===== src/rtl/sipo_deser.sv =====
// Serial-in parallel-out deserialiser with selectable bit order, shift enable,
// frame resync, a one-word valid/ready holding register and a sticky overrun flag.
module sipo_deser #(
    parameter int WIDTH     = 8,
    parameter bit MSB_FIRST = 1'b1,
    parameter int CNT_W     = $clog2(WIDTH)
) (
    input  logic             i_clk,
    input  logic             i_reset,
    input  logic             i_serial_in,
    input  logic             i_shift_en,
    input  logic             i_frame_start,
    input  logic             i_clr_overrun,
    output logic [WIDTH-1:0] o_parallel_out,
    output logic             o_out_valid,
    input  logic             i_out_ready,
    output logic [CNT_W-1:0] o_bit_count,
    output logic             o_overrun
);

    logic [WIDTH-1:0] r_shift;
    logic [CNT_W-1:0] r_count;
    logic [WIDTH-1:0] r_parallel;
    logic             r_valid;
    logic             r_overrun;

    logic [WIDTH-1:0] w_shift_nxt;
    logic [CNT_W-1:0] w_count_nxt;
    logic             w_complete;
    logic             w_load;
    logic             w_drop;

    localparam logic [CNT_W-1:0] LAST_BIT = CNT_W'(WIDTH - 1);

    // Next shift register / bit counter; resync takes precedence and can never complete a word.
    always_comb begin
        w_shift_nxt = r_shift;
        w_count_nxt = r_count;
        w_complete  = 1'b0;
        if (i_frame_start) begin
            if (i_shift_en) begin
                // The resync bit is the first bit of the new word.
                w_shift_nxt = MSB_FIRST ? {{(WIDTH-1){1'b0}}, i_serial_in}
                                        : {i_serial_in, {(WIDTH-1){1'b0}}};
                w_count_nxt = CNT_W'(1);
            end else begin
                w_shift_nxt = '0;
                w_count_nxt = '0;
            end
        end else if (i_shift_en) begin
            w_shift_nxt = MSB_FIRST ? {r_shift[WIDTH-2:0], i_serial_in}
                                    : {i_serial_in, r_shift[WIDTH-1:1]};
            if (r_count == LAST_BIT) begin
                w_complete  = 1'b1;
                w_count_nxt = '0;
            end else begin
                w_count_nxt = r_count + CNT_W'(1);
            end
        end
    end

    // A completed word loads if the holding register is free or being accepted this edge.
    always_comb begin
        w_load = w_complete && (!r_valid || i_out_ready);
        w_drop = w_complete && r_valid && !i_out_ready;
    end

    // Shift register and bit counter.
    always_ff @(posedge i_clk or posedge i_reset) begin
        if (i_reset) begin
            r_shift <= '0;
            r_count <= '0;
        end else begin
            r_shift <= w_shift_nxt;
            r_count <= w_count_nxt;
        end
    end

    // Holding register with valid/ready handshake; the word goes straight from the shifter.
    always_ff @(posedge i_clk or posedge i_reset) begin
        if (i_reset) begin
            r_parallel <= '0;
            r_valid    <= 1'b0;
        end else if (w_load) begin
            r_parallel <= w_shift_nxt;
            r_valid    <= 1'b1;
        end else if (!w_complete && r_valid && i_out_ready) begin
            r_valid    <= 1'b0;
        end
    end

    // Sticky overrun; a drop on the same edge as a clear wins.
    always_ff @(posedge i_clk or posedge i_reset) begin
        if (i_reset) begin
            r_overrun <= 1'b0;
        end else if (w_drop) begin
            r_overrun <= 1'b1;
        end else if (i_clr_overrun) begin
            r_overrun <= 1'b0;
        end
    end

    assign o_parallel_out = r_parallel;
    assign o_out_valid    = r_valid;
    assign o_bit_count    = r_count;
    assign o_overrun      = r_overrun;

endmodule


===== config.mk =====
export PLATFORM = sky130hd
export DESIGN_NAME = sipo_deser
export DESIGN_NICKNAME = d
export VERILOG_FILES = /design/src/rtl/sipo_deser.sv
export SDC_FILE = /design/constraint.sdc
export NUM_CORES = 1
export LEC_CHECK = 0
export ABC_AREA = 1
export BUFFER_PORTS_ARGS = -buffer_cell sky130_fd_sc_hd__buf_4
export CAP_MARGIN = 25
export CORE_MARGIN = 2
export CORE_UTILIZATION = 55
export CTS_CLUSTER_DIAMETER = 60
export DETAILED_ROUTE_END_ITERATION = 16
export PLACE_DENSITY = 0.9
export RECOVER_POWER = 100
export REMOVE_ABC_BUFFERS = 1
export SLEW_MARGIN = 10
export SYNTH_ARGS = -nofsm -noshare
export SYNTH_HDL_FRONTEND = slang
export SYNTH_SLANG_ARGS = --single-unit

===== constraint.sdc =====
create_clock -name i_clk -period 2 [get_ports i_clk]
set_input_delay 0.4 -clock i_clk [delete_from_list [all_inputs] [get_ports i_clk]]
set_output_delay 0.4 -clock i_clk [all_outputs]
set_load 0.005 [all_outputs]

==> impl_metrics.env, run 1 <==
export IMPL_worstPathArrival_ps=1640
export IMPL_final_util=0.6935
export IMPL_cts_tree="yes"
export IMPL_wire_per_inst_um=12.20
export IMPL_dr_first_iter_drc_count=19
export IMPL_crit_path_cell_trace="ha_1, ha_1, nand2_1, nor2_1, nand2_1, nand2_1, nand2_1"
export IMPL_hold_viol=0
export IMPL_ys_ff_latch=21
export IMPL_start_util=0.5872
export IMPL_fin_area_sq_um=1045
export IMPL_max_stage_delay_ps=430
export IMPL_syn_area_sq_um=884.6
export IMPL_diodes=0
export IMPL_num_fill_cells=124
export IMPL_rows=14
export IMPL_hp_class="in -> async"
export IMPL_drtAntennaViolNets=0
export IMPL_h_tree_depth=1
export IMPL_synth_warnings=0
export IMPL_root_buffer="clkbuf_4"
export IMPL_synth_top_area_frac=0.5941
export IMPL_setup_tns_ps=0
export IMPL_dieWidth_um=44.11
export IMPL_slew_headroom=0.4897
export IMPL_critPathMaxFanout=8
export IMPL_combPwrFrac=0.078
export IMPL_grt_usage=0.1972
export IMPL_fin_crit_ps=1389
export IMPL_hold_ws_ps=221.5
export IMPL_crit_path_start_kind="flop"
export IMPL_ir_worst_vdd_v=0.0004144
export IMPL_end_kind="flop"
export IMPL_seq_area_frac_synth=0.5941
export IMPL_report_final_slew_viol_count=0
export IMPL_fin_worst_skew_ps=2.738
export IMPL_clkSinkCount=21
export IMPL_grt_max_degree=22
export IMPL_vias_per_cell=5.219
export IMPL_drtPass1Iterations=4
export IMPL_vias=715
export IMPL_place_congestion=0.7818
export IMPL_syn_to_final_growth_pct=18.10
export IMPL_synth_fa_ha_area_frac=0.02829
export IMPL_grt_pass1_vias=668
export IMPL_die_h_um=44.11
export IMPL_cts_setup_buffers=0
export IMPL_worst_pin_slew_ps=764.6
export IMPL_grt_overflow_total=0
export IMPL_portBuffers=19
export IMPL_routed_wl_um=1672
export IMPL_antenna_found_initial=0
export IMPL_drv_cap=0
export IMPL_p_clk_frac=0.294
export IMPL_timing_final_crit_share=0.6945
export IMPL_synth_cells=99
export IMPL_io_pins=20
export IMPL_clk_pin_slew_ps=120
export IMPL_clk_latency_ps=300
export IMPL_post_dp_cell_area_sq_um=1036
export IMPL_pwr_share_seq=0.628
export IMPL_critPathKind="reg -> reg"
export IMPL_cts_repair_resized=0
export IMPL_worstPathRequired_ps=2250
export IMPL_internal_power_mw=0.5307
export IMPL_muxShareOfSynthArea=0
export IMPL_synth_top_family_by_area="simple AND/OR/NAND/NOR gates"
export IMPL_drc=0
export IMPL_cts_made_buffers=3
export IMPL_grt_pass1_wl_um=2787
export IMPL_switchingPower_mw=0.1720
export IMPL_synth_area_leaders="dfrtp_1 59%, nand2_1 21%, nand3_1 4.0%, ha_1 2.8%, nor2_4 2.5%"
export IMPL_synth_cell_types=13
export IMPL_synth_xor_area_frac=0
export IMPL_die_area_sq_um=1945
export IMPL_r2r_cells=7
export IMPL_cts_path_max_buffers=2
export IMPL_syn_area_per_cell_sq_um=8.935
export IMPL_setup_viol=0
export IMPL_cts_hold_buf=0
export IMPL_max_freq_mhz=719.9
export IMPL_cpMostUsedCell="nand2_1"
export IMPL_dpl_hpwl_um=1176
export IMPL_power_density_nw_per_um2=672.6
export IMPL_outcome="finished, final reports clean"
export IMPL_switching_share=0.2448
export IMPL_rsz0062_at_grt="no"
export IMPL_yosys_area_top_type="dfrtp_1"
export IMPL_p_leak_nw=0.6132
export IMPL_drive_above_1_share=0.2149
export IMPL_cp_slowest_cell="dfrtp_1"
export IMPL_core_area_sq_um=1506
export IMPL_synth_compound_area_frac=0.01273
export IMPL_fin_nets=131
export IMPL_synth_simple_area_share=0.3267
[power by group through the flow]
| stage | clock [mW] | combinational, mW | sequential (mW) |
|---|---|---|---|
| 2_1_floorplan | 0 | 0.0274 | 0.449 |
| 3_3_place_gp | 0 | 0.0576 | 0.448 |
| 3_5_place_dp | 0 | 0.0599 | 0.449 |
| 4_1_cts | 0.211 | 0.0602 | 0.441 |
| 5_1_grt | 0.229 | 0.0625 | 0.443 |
| 6_report | 0.207 | 0.0549 | 0.441 |
[sequential cells by signal, indices dropped and copies added (netlist names)]
name / count
o_overrun: 1
o_bit_count: 3
r_shift: 8
o_out_valid: 1
o_parallel_out: 8
[routing by layer]
layer,global-route usage,part of all wire,vias up
li1,-,-,349
met1,0.2486,0.45,337
met2,0.3206,0.48,25
met3,0.06122,0.052,4
met4,0.07273,0.014,0
met5,0,0,-
[final timing paths]
path	to	start	slack (ps)
worst max-delay path	o_parallel_out[6]	o_bit_count[0]	610
worst max register to register	o_parallel_out[6]	o_bit_count[0]	610
max in group asynchronous	o_parallel_out[5]	i_reset	1300
worst min-delay path	r_shift[7]	i_reset	220
worst min register to register	r_shift[7]	r_shift[7]	490
min in group i_clk	o_overrun	i_clr_overrun	260
[per-stage QoR]
stage               total power, mW  setup slack (ps)  instances
floorplan                    0.4762             764.8         98
global placement             0.5060             672.7        133
detailed placement           0.5092             608.0        133
CTS                          0.7118             587.3        137
global route                 0.7339             484.9        137
finish                       0.7027             610.9        137
[critical path: cells and delay by family (launching register included)]
family / cells / cell delay, ps
flops: 1 / 430
simple gates: 5 / 500
fa+ha+maj: 2 / 410
[Yosys cell counts]
cell type,n
nand2_1,49
dfrtp_1,21
nand3_1,7
inv_1,5
nor2_1,5
nand2_2,3
ha_1,2
nor2_4,2
a21oi_1,1
buf_6,1
inv_2,1
nand3_2,1
o22ai_1,1
[layout by cell type (no fill, tap or decap), types with 2 or more instances in the layout]
master	netlist	layout
nand2_2	3	2
clkbuf_4	0	17
dfrtp_1	21	21
nor2_1	5	6
nand3_1	7	8
inv_1	5	5
buf_4	0	4
ha_1	2	2
nand2_1	49	50
[area by class of cell]
type                    count  area, sq um  area share
well taps                  16        20.02     0.01916
multi-input cells          71        310.3      0.2970
clock buffers               3        22.52     0.02156
flip-flops and latches     21        525.5      0.5030
repair buffers             19        138.9      0.1329
inverters                   6        22.52     0.02156
clock inverters             1        5.005    0.004790
[cells by family (layout without fill, tap and decap cells)]
| logic type | after synthesis | count (layout) |
|---|---|---|
| and+or+nand+nor | 67 | 67 |
| DFF | 21 | 21 |
| buffers and inverters | 7 | 29 |
| adders and majority gates | 2 | 2 |
| AOI/OAI and AO/OA | 2 | 2 |
Power figures use the tool's default switching activity.
==> run 2, diff against run 1 <==
--- a/config.mk
+++ b/config.mk
@@ -5,14 +5,14 @@
 export SDC_FILE = /design/constraint.sdc
 export NUM_CORES = 1
 export LEC_CHECK = 0
-export ABC_AREA = 1
+export ABC_AREA = 0
 export BUFFER_PORTS_ARGS = -buffer_cell sky130_fd_sc_hd__buf_4
 export CAP_MARGIN = 25
 export CORE_MARGIN = 2
-export CORE_UTILIZATION = 55
+export CORE_UTILIZATION = 51
 export CTS_CLUSTER_DIAMETER = 60
 export DETAILED_ROUTE_END_ITERATION = 16
-export PLACE_DENSITY = 0.9
+export PLACE_DENSITY = 0.84
 export RECOVER_POWER = 100
 export REMOVE_ABC_BUFFERS = 1
 export SLEW_MARGIN = 10
==> constraint.sdc (replaced) <==
create_clock -name i_clk -period 1.3 [get_ports i_clk]
set_input_delay 0.26 -clock i_clk [delete_from_list [all_inputs] [get_ports i_clk]]
set_output_delay 0.26 -clock i_clk [all_outputs]
set_load 0.005 [all_outputs]
==> run 2 against run 1 <==
Against the previous run:
- the run now ends with negative setup slack left
- combinational power is 140% higher
- hold slack lost 92 ps
- setup slack worse by 810 ps
- cell area increased by 19%
- clock skew is 4.7 ps higher
- routed wire length fell by 7.1%
- flip-flop and latch count did not move
==> impl_metrics.env, run 2 <==
export IMPL_grt_overflow_total=0
export IMPL_start_util=0.5377
export IMPL_synth_enable_flop_cells=0
export IMPL_cts_made_buffers=3
export IMPL_p_leak_nw=0.6710
export IMPL_routed_wl_um=1553
export IMPL_switching_share=0.2328
export IMPL_max_stage_delay_ps=430
export IMPL_hp_class="in -> reg"
export IMPL_synth_cell_types=18
export IMPL_seq_area_frac_synth=0.5660
export IMPL_die_area_sq_um=2178
export IMPL_diodes=0
export IMPL_multi_input_area_sq_um=381.6
export IMPL_clk_latency_ps=300
export IMPL_cts_path_max_buffers=2
export IMPL_root_buffer="clkbuf_4"
export IMPL_report_final_slew_viol_count=0
export IMPL_power_density_nw_per_um2=896.9
export IMPL_worst_pin_slew_ps=499.8
export IMPL_final_cell_mix="26 x buf_4, 21 x dfrtp_1, 11 x nor2_1"
export IMPL_critical_path_top_delay_family="flip-flops"
export IMPL_drc=0
export IMPL_num_fill_cells=129
export IMPL_fin_worst_skew_ps=7.472
export IMPL_rows=15
export IMPL_hold_viol=0
export IMPL_drtPass1Iterations=2
export IMPL_drv_cap=0
export IMPL_fin_nets=110
export IMPL_fin_area_sq_um=1242
export IMPL_clk_pin_slew_ps=120
export IMPL_post_dp_cell_area_sq_um=1137
export IMPL_internal_power_mw=0.8549
export IMPL_synth_cells=68
export IMPL_h_tree_depth=1
export IMPL_cpMostUsedCell="ha_4"
export IMPL_vias=614
export IMPL_final_common_cell="buf_4"
export IMPL_pre_cts_ws_ps=-282.8
export IMPL_combPwrFrac=0.117
export IMPL_grt_pass1_wl_um=2408
export IMPL_ys_ff_latch=21
export IMPL_p_clk_frac=0.274
export IMPL_async_flop_share=1.000
export IMPL_setup_viol=10
export IMPL_worstPathArrival_ps=1690
export IMPL_switchingPower_mw=0.2594
export IMPL_dpl_hpwl_um=1065
export IMPL_io_pins=20
export IMPL_yosysMostFrequentCell="dfrtp_1"
export IMPL_wire_per_inst_um=12.42
export IMPL_yosys_area_top_type="dfrtp_1"
export IMPL_finalPower_mw=1.114
export IMPL_violations="negative setup slack"
export IMPL_setup_tns_ps=-1657
export IMPL_crit_path_start_kind="flop"
export IMPL_antenna_found_initial=0
export IMPL_grt_max_degree=22
export IMPL_worstPathRequired_ps=1490
export IMPL_synth_flop_cell="dfrtp_1"
export IMPL_cp_slowest_cell="dfrtp_1"
export IMPL_cts_tree="yes"
export IMPL_crit_buf_inv=1
export IMPL_dr_first_iter_drc_count=3
export IMPL_critPathKind="reg -> reg"
export IMPL_fin_crit_ps=1496
export IMPL_timing_final_crit_share=1.150
export IMPL_core_area_sq_um=1727
export IMPL_end_kind="flop"
export IMPL_ir_worst_vdd_v=0.0008033
export IMPL_syn_area_sq_um=928.4
export IMPL_vias_per_cell=4.912
export IMPL_synth_warnings=0
export IMPL_critPathMaxFanout=8
export IMPL_place_congestion=0.7199
export IMPL_synth_commonest_cells="21 x dfrtp_1, 11 x nor2_1, 9 x mux2i_1"
export IMPL_rsz0062_at_grt="yes"
export IMPL_slew_headroom=0.6668
export IMPL_crit_path_cell_trace="ha_4, ha_4, nand3b_4, nor2b_4, buf_12, mux2_4"
export IMPL_hold_ws_ps=129.9
export IMPL_grt_pass1_vias=592
export IMPL_dieWidth_um=46.67
export IMPL_synth_top_area_frac=0.5660
export IMPL_clkSinkCount=21
export IMPL_seqCellArea_sq_um=525.5
export IMPL_max_freq_mhz=668.6
export IMPL_portBuffers=19
export IMPL_pwr_share_seq=0.610
export IMPL_outcome="complete, but fails checks"
export IMPL_setup_ws_ps=-195.6
export IMPL_grt_usage=0.1633
export IMPL_syn_area_per_cell_sq_um=13.65
export IMPL_drtAntennaViolNets=0
export IMPL_drive_above_1_share=0.4800
export IMPL_synth_area_leaders="dfrtp_1 57%, mux2i_1 9.7%, mux2_4 8.1%, nor2_1 4.4%, mux2_1 3.6%"
export IMPL_die_h_um=46.67
export IMPL_syn_to_final_growth_pct=33.83
run 2: final timing paths:
check / from / end / slack [ps] / depth (start not counted)
worst max register to register: o_bit_count[0] / o_parallel_out[6] / -200 / 6
worst max-delay path: o_bit_count[0] / o_parallel_out[6] / -200 / 6
worst min register to register: o_parallel_out[2] / o_parallel_out[2] / 520 / 1
max in group asynchronous: i_reset / r_shift[4] / 330 / 4
worst min-delay path: i_clr_overrun / o_overrun / 130 / 2
min in group asynchronous: i_reset / o_out_valid / 620 / 4
run 2: worst reg2reg max path, stage by stage, from the launching register on:
cell	delay, ps
dfrtp_1	430
ha_4	160
ha_4	140
nand3b_4	90
nor2b_4	140
buf_12	140
mux2_4	300
run 2: metrics by stage:
step,utilization,cells
final,0.7196,125
after global routing,0.7196,125
after CTS,0.7101,123
after detailed placement,0.6587,116
after global placement,0.6587,116
after floorplan,-,64
run 2: cells by family (layout without fill, tap and decap cells):
group                      Yosys count  in the layout  synth area share
and+or+nand+nor                     19             19            0.1132
AOI/OAI and AO/OA                    3              3           0.01751
adders and majority gates            2              2           0.02695
DFF                                 21             21            0.5660
muxes                               17             17            0.2143
buffers and inverters                6             38           0.06200
run 2: final cells by class:
class,instances,area share
timing repair buffer,32,0.2165
multi-input combinational,41,0.3072
sequential,21,0.4230
clock inverter,1,0.004028
inverter,2,0.006042
tap,25,0.02518
clock buffer,3,0.01813
run 2: per-layer routing:
layer  vias to the layer above  global-route usage  routed length, um
met2                        16              0.2833                775
met5                         -                   0                  0
met3                         4             0.02745                 77
met4                         0             0.08333                 21
met1                       301              0.1924                679
li1                        293                   -                  -
run 2: power groups by stage:
stage | clock, mW | combinational, mW | sequential (mW)
5_1_grt | 0.338 | 0.146 | 0.681
4_1_cts | 0.314 | 0.126 | 0.679
3_3_place_gp | 0 | 0.115 | 0.687
6_report | 0.305 | 0.130 | 0.679
2_1_floorplan | 0 | 0.0410 | 0.689
3_5_place_dp | 0 | 0.117 | 0.688
run 2: repair_timing:
| item | in CTS | in global routing |
|---|---|---|
| endpoints found under the hold margin | 21 | 0 |
| buffers inserted | 2 | 2 |
| pin swaps | 2 | 2 |
| hold buffers | 1 | 0 |
| endpoints found under the setup margin | 8 | 10 |
| gates resized for setup | 7 | 1 |
